--- src/rtl/pf_pkg.sv ---
// Shared types and constants for the instruction prefetch front end.
package pf_pkg;

  localparam int unsigned PF_ADDR_W = 10;
  localparam int unsigned PF_DATA_W = 32;

  typedef struct packed {
    logic [PF_DATA_W-1:0] ir;
    logic [PF_ADDR_W-1:0] npc;
  } pf_entry_t;

  // Opcode field (ir[31:26]) values shared with the pipeline.
  typedef enum logic [5:0] {
    OP_ADD   = 6'd0,
    OP_SUB   = 6'd1,
    OP_AND   = 6'd2,
    OP_OR    = 6'd3,
    OP_SLT   = 6'd4,
    OP_MUL   = 6'd5,
    OP_LW    = 6'd8,
    OP_SW    = 6'd9,
    OP_ADDI  = 6'd10,
    OP_SUBI  = 6'd11,
    OP_SLTI  = 6'd12,
    OP_BNEQZ = 6'd13,
    OP_BEQZ  = 6'd14,
    OP_HLT   = 6'd63
  } pf_opcode_e;

  function automatic logic pf_is_branch(input logic [5:0] op);
    return (op == OP_BEQZ) || (op == OP_BNEQZ);
  endfunction

endpackage

--- src/rtl/instr_prefetch_queue_if.sv ---
// Memory-side and decode-side signals of the prefetch queue.
interface instr_prefetch_queue_if #(
  parameter int unsigned ADDR_W = pf_pkg::PF_ADDR_W,
  parameter int unsigned DATA_W = pf_pkg::PF_DATA_W
);
  logic              imem_req;
  logic [ADDR_W-1:0] imem_addr;
  logic              imem_gnt;
  logic              imem_rvalid;
  logic [DATA_W-1:0] imem_rdata;
  logic              redirect_valid;
  logic [ADDR_W-1:0] redirect_pc;
  logic              halt;
  logic              id_valid;
  logic [DATA_W-1:0] id_ir;
  logic [ADDR_W-1:0] id_npc;
  logic              id_ready;

  modport master (
    output imem_req, imem_addr, id_valid, id_ir, id_npc,
    input  imem_gnt, imem_rvalid, imem_rdata, redirect_valid, redirect_pc, halt, id_ready
  );

  modport slave (
    input  imem_req, imem_addr, id_valid, id_ir, id_npc,
    output imem_gnt, imem_rvalid, imem_rdata, redirect_valid, redirect_pc, halt, id_ready
  );
endinterface

--- src/rtl/pf_fifo.sv ---
// Synchronous FIFO with flush; head is read combinationally from storage.
module pf_fifo #(
  parameter int unsigned WIDTH = 8,
  parameter int unsigned DEPTH = 4
) (
  input  logic                   clk1,
  input  logic                   rst,
  input  logic                   push,
  input  logic [WIDTH-1:0]       push_data,
  input  logic                   pop,
  input  logic                   flush,
  output logic [WIDTH-1:0]       head,
  output logic [$clog2(DEPTH):0] count,
  output logic                   full,
  output logic                   empty
);
  localparam int unsigned PTR_W = $clog2(DEPTH);
  localparam int unsigned CNT_W = PTR_W + 1;

  logic [WIDTH-1:0] mem [DEPTH];
  logic [PTR_W-1:0] rd_ptr;
  logic [PTR_W-1:0] wr_ptr;
  logic             do_push;
  logic             do_pop;

  assign full    = (count == CNT_W'(DEPTH));
  assign empty   = (count == '0);
  assign do_push = push && !full;
  assign do_pop  = pop && !empty;
  assign head    = mem[rd_ptr];

  always_ff @(posedge clk1 or posedge rst) begin
    if (rst) begin
      rd_ptr <= '0;
      wr_ptr <= '0;
      count  <= '0;
      for (int unsigned i = 0; i < DEPTH; i++) mem[i] <= '0;
    end else if (flush) begin
      rd_ptr <= '0;
      wr_ptr <= '0;
      count  <= '0;
    end else begin
      if (do_push) begin
        mem[wr_ptr] <= push_data;
        wr_ptr      <= wr_ptr + 1'b1;
      end
      if (do_pop) rd_ptr <= rd_ptr + 1'b1;
      count <= count + CNT_W'(do_push) - CNT_W'(do_pop);
    end
  end
endmodule

--- src/rtl/instr_prefetch_queue.sv ---
// Instruction fetch front end: credit-limited word reads, in-order {IR, NPC}
// queue to decode, redirect flush with stale-response discard, halt gating.
module instr_prefetch_queue
  import pf_pkg::*;
#(
  parameter int unsigned       ADDR_W   = PF_ADDR_W,
  parameter int unsigned       DATA_W   = PF_DATA_W,
  parameter int unsigned       DEPTH    = 4,
  parameter logic [ADDR_W-1:0] RESET_PC = '0
) (
  input  logic                   clk1,
  input  logic                   rst,
  instr_prefetch_queue_if.master bus
);
  localparam int unsigned CNT_W = $clog2(DEPTH) + 1;

  logic [ADDR_W-1:0]        pc;
  logic [CNT_W-1:0]         outstanding;
  logic [CNT_W-1:0]         discard;
  logic [CNT_W-1:0]         q_count;
  logic [CNT_W-1:0]         t_count;
  logic [CNT_W:0]           in_use;
  logic                     credit_ok;
  logic                     grant;
  logic                     rsp_keep;
  logic                     rsp_drop;
  logic                     q_push;
  logic                     q_pop;
  logic                     q_full;
  logic                     q_empty;
  logic                     t_full;
  logic                     t_empty;
  logic [ADDR_W-1:0]        tag_head;
  logic [DATA_W+ADDR_W-1:0] q_head;

  assign in_use    = {1'b0, q_count} + {1'b0, outstanding};
  assign credit_ok = (in_use < (CNT_W + 1)'(DEPTH));
  assign grant     = bus.imem_req && bus.imem_gnt;
  assign rsp_keep  = bus.imem_rvalid && (discard == '0);
  assign rsp_drop  = bus.imem_rvalid && (discard != '0);
  assign q_push    = rsp_keep;
  assign q_pop     = bus.id_valid && bus.id_ready;

  assign bus.imem_req  = !rst && credit_ok && !bus.halt && !bus.redirect_valid;
  assign bus.imem_addr = pc;
  assign bus.id_valid  = !q_empty;
  assign {bus.id_ir, bus.id_npc} = q_head;

  pf_fifo #(
    .WIDTH (ADDR_W),
    .DEPTH (DEPTH)
  ) u_tag_fifo (
    .clk1      (clk1),
    .rst       (rst),
    .push      (grant),
    .push_data (pc),
    .pop       (rsp_keep),
    .flush     (bus.redirect_valid),
    .head      (tag_head),
    .count     (t_count),
    .full      (t_full),
    .empty     (t_empty)
  );

  pf_fifo #(
    .WIDTH (DATA_W + ADDR_W),
    .DEPTH (DEPTH)
  ) u_data_fifo (
    .clk1      (clk1),
    .rst       (rst),
    .push      (q_push),
    .push_data ({bus.imem_rdata, tag_head + 1'b1}),
    .pop       (q_pop),
    .flush     (bus.redirect_valid),
    .head      (q_head),
    .count     (q_count),
    .full      (q_full),
    .empty     (q_empty)
  );

  always_ff @(posedge clk1 or posedge rst) begin
    if (rst) begin
      pc          <= RESET_PC;
      outstanding <= '0;
      discard     <= '0;
    end else begin
      outstanding <= outstanding + CNT_W'(grant) - CNT_W'(bus.imem_rvalid);
      if (bus.redirect_valid) begin
        pc      <= bus.redirect_pc;
        // No grant in a redirect cycle, so everything still in flight after
        // this edge (including earlier stale ones) becomes stale.
        discard <= outstanding - CNT_W'(bus.imem_rvalid);
      end else begin
        if (grant)    pc      <= pc + 1'b1;
        if (rsp_drop) discard <= discard - 1'b1;
      end
    end
  end

  a_no_queue_overflow: assert property (@(posedge clk1) disable iff (rst) !(q_push && q_full));
  a_no_tag_overflow:   assert property (@(posedge clk1) disable iff (rst) !(grant && t_full));
  a_tag_for_response:  assert property (@(posedge clk1) disable iff (rst) rsp_keep |-> !t_empty);
  a_tag_accounting:    assert property (@(posedge clk1) disable iff (rst) t_count == outstanding - discard);

endmodule

--- src/flat_wrapper.sv ---
// flat-port wrapper written by rule: the top's interface ports become plain ports
module instr_prefetch_queue_flat import pf_pkg::*;
#(
  parameter int unsigned       ADDR_W   = PF_ADDR_W,
  parameter int unsigned       DATA_W   = PF_DATA_W,
  parameter int unsigned       DEPTH    = 4,
  parameter logic [ADDR_W-1:0] RESET_PC = '0
)
  (clk1, rst, bus_imem_req, bus_imem_addr, bus_id_valid, bus_id_ir, bus_id_npc, bus_imem_gnt, bus_imem_rvalid, bus_imem_rdata, bus_redirect_valid, bus_redirect_pc, bus_halt, bus_id_ready);
  instr_prefetch_queue_if #(.ADDR_W(ADDR_W), .DATA_W(DATA_W)) bus_i ();
  input  logic clk1;
  input  logic rst;
  output wire logic [$bits(bus_i.imem_req)-1:0] bus_imem_req;
  output wire logic [$bits(bus_i.imem_addr)-1:0] bus_imem_addr;
  output wire logic [$bits(bus_i.id_valid)-1:0] bus_id_valid;
  output wire logic [$bits(bus_i.id_ir)-1:0] bus_id_ir;
  output wire logic [$bits(bus_i.id_npc)-1:0] bus_id_npc;
  input wire logic [$bits(bus_i.imem_gnt)-1:0] bus_imem_gnt;
  input wire logic [$bits(bus_i.imem_rvalid)-1:0] bus_imem_rvalid;
  input wire logic [$bits(bus_i.imem_rdata)-1:0] bus_imem_rdata;
  input wire logic [$bits(bus_i.redirect_valid)-1:0] bus_redirect_valid;
  input wire logic [$bits(bus_i.redirect_pc)-1:0] bus_redirect_pc;
  input wire logic [$bits(bus_i.halt)-1:0] bus_halt;
  input wire logic [$bits(bus_i.id_ready)-1:0] bus_id_ready;
  assign bus_imem_req = bus_i.imem_req;
  assign bus_imem_addr = bus_i.imem_addr;
  assign bus_id_valid = bus_i.id_valid;
  assign bus_id_ir = bus_i.id_ir;
  assign bus_id_npc = bus_i.id_npc;
  assign bus_i.imem_gnt = bus_imem_gnt;
  assign bus_i.imem_rvalid = bus_imem_rvalid;
  assign bus_i.imem_rdata = bus_imem_rdata;
  assign bus_i.redirect_valid = bus_redirect_valid;
  assign bus_i.redirect_pc = bus_redirect_pc;
  assign bus_i.halt = bus_halt;
  assign bus_i.id_ready = bus_id_ready;
  instr_prefetch_queue #(.ADDR_W(ADDR_W), .DATA_W(DATA_W), .DEPTH(DEPTH), .RESET_PC(RESET_PC)) u_core (.clk1(clk1), .rst(rst), .bus(bus_i));
endmodule
--- config.mk ---
export PLATFORM = sky130hd
export DESIGN_NAME = instr_prefetch_queue_flat
export DESIGN_NICKNAME = d
export VERILOG_FILES = /design/src/rtl/pf_pkg.sv /design/src/rtl/instr_prefetch_queue_if.sv /design/src/rtl/pf_fifo.sv /design/src/rtl/instr_prefetch_queue.sv /design/src/flat_wrapper.sv
export SDC_FILE = /design/constraint.sdc
export NUM_CORES = 1
export LEC_CHECK = 0
export ABC_CLOCK_PERIOD_IN_PS = 22000
export CORE_ASPECT_RATIO = 0.6
export CORE_MARGIN = 2
export CORE_UTILIZATION = 64
export CTS_BUF_LIST = sky130_fd_sc_hd__clkbuf_8
export DETAILED_ROUTE_END_ITERATION = 12
export PLACE_DENSITY = 0.95
export SYNTH_ARGS = -nofsm -noshare
export SYNTH_HDL_FRONTEND = slang
export SYNTH_SLANG_ARGS = --single-unit
--- constraint.sdc ---
create_clock -name clk1 -period 22 [get_ports clk1]
set_input_delay 6.6 -clock clk1 [delete_from_list [all_inputs] [get_ports clk1]]
set_output_delay 6.6 -clock clk1 [all_outputs]
set_load 0.03 [all_outputs]
[After elaboration in Yosys (flattened, before gate mapping)]
Index checks and enable logic that the tools add are counted.
Cells by class
  $add $sub $neg: 15
  bitwise logic cells: 5
  mux-type cells: 26
  equality and inequality tests: 2
  reductions and logical operators: 32
  order comparisons: 7
Operators with widths (count)
  168-bit bitwise mux: 1
  42-bit 2-to-1 mux: 3
  42-bit binary-select mux with 2-bit select: 1
  42-bit demux with 2-bit select: 1
  10-bit 2-to-1 mux: 5
  40-bit bitwise mux: 1
  10-bit by 1-bit adder with 10-bit output (second input constant): 2
  10-bit binary-select mux with 2-bit select: 1
  10-bit demux with 2-bit select: 1
  2-bit 2-to-1 mux: 8
  1-bit logical AND: 13
  3-bit >= comparator (second input constant): 4
  3-bit 2-to-1 mux: 4
  2-bit inverter with 3-bit output: 4
  2-bit nonzero test: 6
  3-bit by 1-bit subtractor with 3-bit output: 4
  3-bit by 1-bit adder with 3-bit output: 3
  3-bit logical NOT: 3
  2-bit by 1-bit adder with 2-bit output (second input constant): 4
  1-bit logical NOT: 7
  3-bit == test (second input constant): 2
  3-bit by 1-bit < comparator with 1-bit output (second input constant): 2
  3-bit by 3-bit adder with 4-bit output: 1
  4-bit by 3-bit < comparator with 1-bit output (second input constant): 1
  other kinds (4): 5
Storage, ports and cells
  bits in registers: 238
  word-level logic and storage cells: 104
  output and inout port bits: 54
  bits of input ports: 49

[Logic depth before layout (Yosys ltp)]
Gate-level depths: netlist (run 1).
  depth in word-level cells: 10
  mapped depth: 13
  mapped depth without buffers: 12

[Cells and area by module]
A second synthesis (run 1) with hierarchy kept.
Second synthesis, totals
  cell total of the unflattened synthesis: 723
  area, all modules: 12125.4 µm²
Modules (own cells, without submodules)
  pf_fifo at u_core.u_data_fifo: instances 1, area each 8545.7 µm², sequential area each 4379.2 µm², cells an instance 458
  pf_fifo at u_core.u_tag_fifo: instances 1, area each 2353.5 µm², sequential area each 1176.1 µm², cells an instance 145
  instr_prefetch_queue: instances 1, area each 1226.2 µm², sequential area each 400.4 µm², cells an instance 120

[Worst setup path after synthesis (run 1)]
OpenSTA, ideal clock, no wires.
  path type: input port to output port
  start point: input rst
  end point: output bus_imem_req
  setup slack: 8.137 ns
  stages: 2
  arrival time: 7.263 ns
  path through: nor4_1 -> and3_1
On the way
  word-level cells in the longest chain between the ends: 4
Ends and longest elaborated chain
  from (decl): line flat_wrapper.sv:12  | input logic rst;
  1-bit logical NOT: line instr_prefetch_queue.sv:44  | assign bus.imem_req = !rst && credit_ok && !bus.halt && !bus.redirect_valid;
  1-bit logical AND (3 in series): line instr_prefetch_queue.sv:44
  to (decl): line flat_wrapper.sv:13  | output wire logic [$bits(bus_i.imem_req)-1:0] bus_imem_req;
Every way passes these cells.

[Worst setup path in the final report (run 1)]
  start point: input bus_redirect_valid
  end point: output bus_imem_req
On the way
  word-level cells in the longest chain between the ends: 2
Ends and longest elaborated chain
  from (decl): line flat_wrapper.sv:21  | input wire logic [$bits(bus_i.redirect_valid)-1:0] bus_redirect_valid;
  1-bit logical NOT: line instr_prefetch_queue.sv:44
  1-bit logical AND: line instr_prefetch_queue.sv:44
Every way passes these cells.

==> results.md, run 1 <==
* Worst reg-to-reg setup slack at roughly 18,000 ps
* Worst Path Buf+Inv at 2
* Core Region at 16,990 um^2
* Max H-tree Level at 2
* Synth area leader: dfrtp_1
* CTS Buf Count at 36
* Syn Nets at between 1,000 and 1,500
* EDFF count, synth at 0
* Max-Cap Viols at 0
* Status: complete, no violations
* DIE WIDTH at ~170 um
* CTS resizes at 0
* Drt via density at 6.045
* Worst-skew pair later-pin latency at ~530 ps
* Dpl hpwl at roughly 16,000 um
* Routed WL per cell at ~19 um
* Clock skew at about 32 ps
* Synth top area share at between 50% and 60%
* Reg clk slew, reported paths at 60 ps
* CP Capture Type: primary output
* Fin area at approximately 13,000 um^2
* Cell family with most CP delay: buffers and inverters
* Clock buffer depth at 3
* Slew headroom at a little under a quarter
* PortBufs at slightly above 100
* Fin. Hold Viols at 0
* Gate Count Post-Synth at ~1,000
* Register bit total from synthesis at about 240
* Synthesized cell area at 11,000 um^2
* Post-CTS setup buffers at 0
* Largest net degree at the start of global routing at between 150 and 200
* Power, Total at ~1.5 mW
* Post-DP Area at about 12,000 um^2
* Hold buffer count at CTS at 0
* Highest ir drop seen on vdd at 0.07009 mV
* GR Overflow Total at 0
* Cell leakage power at approximately 6.3 nW
* TritonCTS clock tree: done
* Final nets at 1,209
* Final period util at a little under three quarters
* Synthesis-to-finish area growth at 16.49%
* Initial Util at approximately two thirds
* Mapped Avg Cell Area at about 11 um^2
* Die span in y at 105.6 um
* CTS Root Buffer Type: clkbuf_8
* # IOs at approximately 100
* Placed Cells at 1,331
* Required @ worst endpoint at roughly 15,000 ps
* DP Worst Slack at between 6000 and 7000 ps
* First-pass GRT wire length at 44,000 um
* CP max-delay cell: clkdlybuf4s50_1
* Via count at about 8,400
* Num rows at 37
* Antenna Violating Nets Remaining at 0
* Largest cells by area after synthesis: dfrtp_1 54%, nand2_1 15%, mux4_2 9.8%
* Largest stage delay on the critical path at 980 ps
* Routability congestion estimate at ~0.81
* Cell mode on critical path: clkdlybuf4s50_1
* Slew @ Worst Pin at approximately 1200 ps
* WP data arrival at 9010 ps
* Initial DRC count at 917
* Kind of critical path: in2out
* Pins Over Slew Limit at 0
* Pwr Density at 114.0 nW/um^2
* Async S/R FF share, synth at 100.0%
* Fin cells at between 1,000 and 1,500
* DRC at 0
* Vias in the first global route at 8,775
* Count leader, synth: nand2_1
* CP Cell Sequence: clkdlybuf4s50_1, nor4_1, and3_1, clkdlybuf4s50_1
* Die area at ~18,000 um^2
* Total routed wirelength at around 27,000 um
* Most common library cells after synthesis: 430 x nand2_1, 238 x dfrtp_1, 48 x clkbuf_1, 48 x mux4_2, 42 x mux2_2
* First-pass DRT Iterations at 5
* Minimum clock period at roughly 16,000 ps
* Number of antenna violations at the first check in global routing at 0
* Max Freq at approximately 0.064 GHz
* RSZ-0062 raised after global routing: false
* N_diodes at 0
* Worst setup margin at 6387 ps
* Clk sinks at about 240
* Share of cells above drive strength 1 at between 10% and 20%
* Sequential area share after synthesis at a little over half
* Hold crit path type: reg2reg
* Total GRT Usage at a little under a third
* Synthesis Warnings at 0
* Synth Flop Type: dfrtp_1
* Fin Setup TNS at 0 ps
* # setup viols final at 0
* Startpoint types: input pin
* Synth unique cells at 46
* CP max FO at 31
[per-stage QoR]
step	hold WS (ps)	util [%]
3_3_place_gp	452.2	71.62
6_report	473.8	75.43
2_1_floorplan	440.3	-
3_5_place_dp	457.9	71.62
5_1_grt	493.5	75.43
4_1_cts	473.1	75.43
[sequential cells by signal, indices dropped and copies added (netlist names), 3 cells and up]
name and cells:
u_core.u_data_fifo.mem 168, u_core.u_tag_fifo.mem 40, u_core.bus.imem_addr 10, u_core.discard 3, u_core.outstanding 3, u_core.u_data_fifo.count 3, u_core.u_tag_fifo.count 3
[metal layers]
metal	GRT usage, %	routed length, um	up-vias
met5	0	0	-
met4	9.322	427	0
met3	6.674	2547	53
met2	48.03	12490	476
met1	42.90	11050	4207
li1	-	-	3678
[final timing paths]
check / start / depth (start not counted) / to
max in group asynchronous: rst / 3 / u_core.u_tag_fifo.mem[10]
setup reg to reg: u_core.u_data_fifo.count[2] / 12 / u_core.u_tag_fifo.count[2]
hold / removal: u_core.u_data_fifo.mem[56] / 2 / u_core.u_data_fifo.mem[56]
hold reg to reg: u_core.u_data_fifo.mem[56] / 2 / u_core.u_data_fifo.mem[56]
setup / recovery: bus_redirect_valid / 4 / bus_imem_req
min in group asynchronous: rst / 2 / u_core.outstanding[2]
[tightest hold or removal path, stage by stage (launching register included)]
cell and delay [ps]:
dfrtp_1 340, nand2_1 50, nand2_1 50
[cells by family after synthesis]
| logic type | Yosys count | share of synthesized area [%] |
|---|---|---|
| flops | 238 | 54.14 |
| compound gates | 67 | 3.981 |
| fa+ha+maj | 25 | 3.048 |
| simple gates | 518 | 19.11 |
| buf+inv | 78 | 2.821 |
| mux | 100 | 15.63 |
| xor+xnor | 16 | 1.274 |
[power breakdown]
group	switching, mW	total, mW	internal (mW)
sequential	0.0644	0.589	0.525
clock	0.169	0.339	0.170
combinational	0.293	0.534	0.241
total	0.526	1.46	0.935
[area by class of cell]
| type | count | area [um^2] |
|---|---|---|
| repair buffers | 112 | 1096 |
| clock buffers | 41 | 564.3 |
| clock inverters | 20 | 82.58 |
| well taps | 234 | 292.8 |
| flip-flops and latches | 238 | 5958 |
| inverters | 21 | 86.33 |
| multi-input cells | 726 | 4735 |
| fillers | 1025 | 4175 |
[layout by cell type, fill, tap and decap left out, types with 3 or more instances in the layout]
master / n
nor3_1: 4
a221o_1: 6
nand3_1: 15
clkdlybuf4s50_1: 102
or3_1: 5
clkbuf_8: 41
ha_1: 22
o21ai_0: 22
a31oi_1: 18
mux2i_1: 6
xor2_1: 6
xnor2_1: 10
mux4_2: 48
nand4_1: 6
nor2b_1: 3
and3_1: 3
mux4_1: 4
fa_1: 3
nor2_1: 31
a21o_1: 5
dfrtp_1: 236
o31ai_1: 5
mux2_2: 42
nor4_1: 4
buf_4: 10
nand2_1: 430
inv_1: 36
o21bai_1: 4
and4_1: 5
a21oi_1: 3
Power figures use the tool's default switching activity.
==> run 2: changes to the inputs <==
- ABC_CLOCK_PERIOD_IN_PS: 22000 -> 13250
- CORE_UTILIZATION: 64 -> 54
- PLACE_DENSITY: 0.95 -> 0.88
- clock period: 22 -> 13.25 ns (I/O delays scaled with it)
==> run 2 against run 1 <==
Combinational power is 66% higher. Critical endpoint unchanged. Global-route usage is 4.9 points lower. Hold slack worse by 0.89 ps. Critical path depth is 1 higher. Power is 68% higher. Clock-buffer cell count is 2 higher. Clock skew is 6.4 ps lower. Critical path type unchanged.
==> results.md, run 2 (synthesized netlist as in run 1, its figures left out) <==
* Max H-tree Level at 2 (unchanged)
* Num rows at 40 (+8.1%)
* Biggest register: u_core.u_data_fifo.mem
* Total routed wirelength at 26,250 um (-0.99%)
* Startpoint types: input pin
* Reg clk slew, reported paths at 60 ps (about the same)
* Max Freq at ~0.10 GHz
* Worst-skew pair later-pin latency at 530 ps (about the same)
* Via count at 8,162 (-3.0%)
* CP Capture Type: primary output
* Clock skew at 25.68 ps (-6.441 ps)
* Dpl hpwl at 16,470 um (+2.0%)
* Initial Util at 55.09% (-9.7 points)
* First-pass DRT Iterations at 5 (unchanged)
* Minimum clock period at a little under 10,000 ps
* Commonest cells after routing, fill and taps aside: 430 x nand2_1, 236 x dfrtp_1, 102 x clkdlybuf4s50_1, 48 x mux4_2, 43 x clkbuf_8
* N_diodes at 0 (unchanged)
* Hold crit path type: reg2reg
* DRC at 0 (unchanged)
* Final period util at 74.77%
* Max reg flops at 168 (unchanged)
* Slew headroom at 21.79% (-1.4 points)
* Hold wc startpoint: u_core.u_data_fifo.mem[40]
* WP data arrival at 5930 ps (-3080 ps)
* Cell leakage power at 6.342 nW (about the same)
* Required @ worst endpoint at 9270 ps (-6130 ps)
* Max-Cap Viols at 0 (unchanged)
* Pins Over Slew Limit at 0 (unchanged)
* Status: complete, no violations
* Slew @ Worst Pin at 1173 ps (+20.84 ps)
* DIE WIDTH at 188.3 um (+8.7%)
* CP max-delay cell: clkdlybuf4s50_1
* Core Region at 19,970 um^2 (+18%)
* Total GRT Usage at 25.45% (-4.9 points)
* # setup viols final at 0 (unchanged)
* Clock buffer depth at 3 (unchanged)
* Routability congestion estimate at 0.7832 (-3.8%)
* Pwr Density at 189.8 nW/um^2 (+66%)
* Clk sinks at 238 (unchanged)
* CP Cell Sequence: clkdlybuf4s50_1, buf_4, nor4_1, and3_1, clkdlybuf4s50_1
* TritonCTS clock tree: done
* Die area at 21,570 um^2 (+18%)
* Final nets at 1,211 (+0.17%)
* Post-CTS setup buffers at 0 (unchanged)
* Hold_ws at 472.9 ps (-0.8940 ps)
* CP Launch Point: bus_redirect_valid
* Kind of critical path: in2out
* Leading cell type in the layout, fill and taps excluded: nand2_1
* Share of cells above drive strength 1 at 13.58% (+0.46 points)
* CTS Buf Count at 36 (unchanged)
* CP max FO at 31 (unchanged)
* Number of antenna violations at the first check in global routing at 0 (unchanged)
* Largest net degree at the start of global routing at 83 (-47%)
* CTS Root Buffer Type: clkbuf_8
* PortBufs at 102 (unchanged)
* Drt via density at 5.712 (-5.5%)
* First-pass GRT wire length at 43,460 um (-1.2%)
* Die span in y at 114.6 um (+8.5%)
* GR Overflow Total at 0 (unchanged)
* Highest ir drop seen on vdd at 0.1097 mV (+56%)
* Antenna Violating Nets Remaining at 0 (unchanged)
* Fin Setup TNS at 0 ps (unchanged)
* Synthesis-to-finish area growth at 17.36%
* CTS resizes at 0 (unchanged)
* Cell mode on critical path: clkdlybuf4s50_1
* RR Startpoint: u_core.u_data_fifo.count[2]
* Routed WL per cell at 18.37 um (-3.6%)
* Vias in the first global route at 8,450 (-3.7%)
* # IOs at 103 (unchanged)
* RSZ-0062 raised after global routing: false
* Fin. Hold Viols at 0 (unchanged)
* Number of fill cells at 1,470 (+43%)
* Initial DRC count at 743 (-19%)
* Hold buffer count at CTS at 0 (unchanged)
* Largest stage delay on the critical path at 670 ps (-310 ps)
run 2: cell count changes in the layout (fill, tap and decap cells not counted), sizes merged:
cell and change:
buf +2, bufinv +1, clkbuf +2, inv -7
run 2: critical path: cells and delay by family:
family / cells / cell delay (ps)
buffers and inverters: 3 / 1300
and+or+nand+nor: 2 / 650
run 2: area by class of cell:
cell class	count	area, um^2	share of cell area, %
Sequential cell	238	5958	46.15
Multi-Input combinational cell	726	4735	36.67
Timing Repair Buffer	114	1111	8.606
Clock buffer	43	591.8	4.584
Tap cell	273	341.6	2.646
Clock inverter	14	86.33	0.6687
Inverter	21	86.33	0.6687
run 2: metrics by stage:
step	instances	cell area (um^2)	setup WS, ps	utilization [%]	total power, mW
final	1429	12910	3343	64.65	2.450
after global routing	1429	12910	3285	64.65	2.582
after CTS	1429	12910	3342	64.65	2.460
after detailed placement	1372	12230	3412	61.25	1.869
after global placement	1372	12230	3477	61.25	1.830
after floorplan	1042	11000	2744	-	1.551
run 2: worst paths after layout:
kind | to | slack (ps) | cells after the start
setup reg to reg | u_core.u_tag_fifo.count[2] | 9700 | 12
hold reg to reg | u_core.u_data_fifo.mem[40] | 470 | 2
min in group asynchronous | u_core.bus.imem_addr[1] | 3990 | 2
hold / removal | u_core.u_data_fifo.mem[40] | 470 | 2
max in group asynchronous | u_core.u_data_fifo.rd_ptr[0] | 7860 | 3
setup / recovery | bus_imem_req | 3340 | 5
run 2: routing by layer:
layer,vias up,wire length [um],GRT usage (%)
li1,3679,-,-
met1,4095,11730,36.61
met2,350,11990,39.21
met3,38,2215,6.436
met4,0,310,6.562
met5,-,0,0
run 2: report_power, final:
| part | internal, mW | total [mW] | switching, mW |
|---|---|---|---|
| clock | 0.311 | 0.587 | 0.276 |
| combinational | 0.401 | 0.887 | 0.486 |
| sequential | 0.871 | 0.976 | 0.105 |
| total | 1.58 | 2.45 | 0.867 |
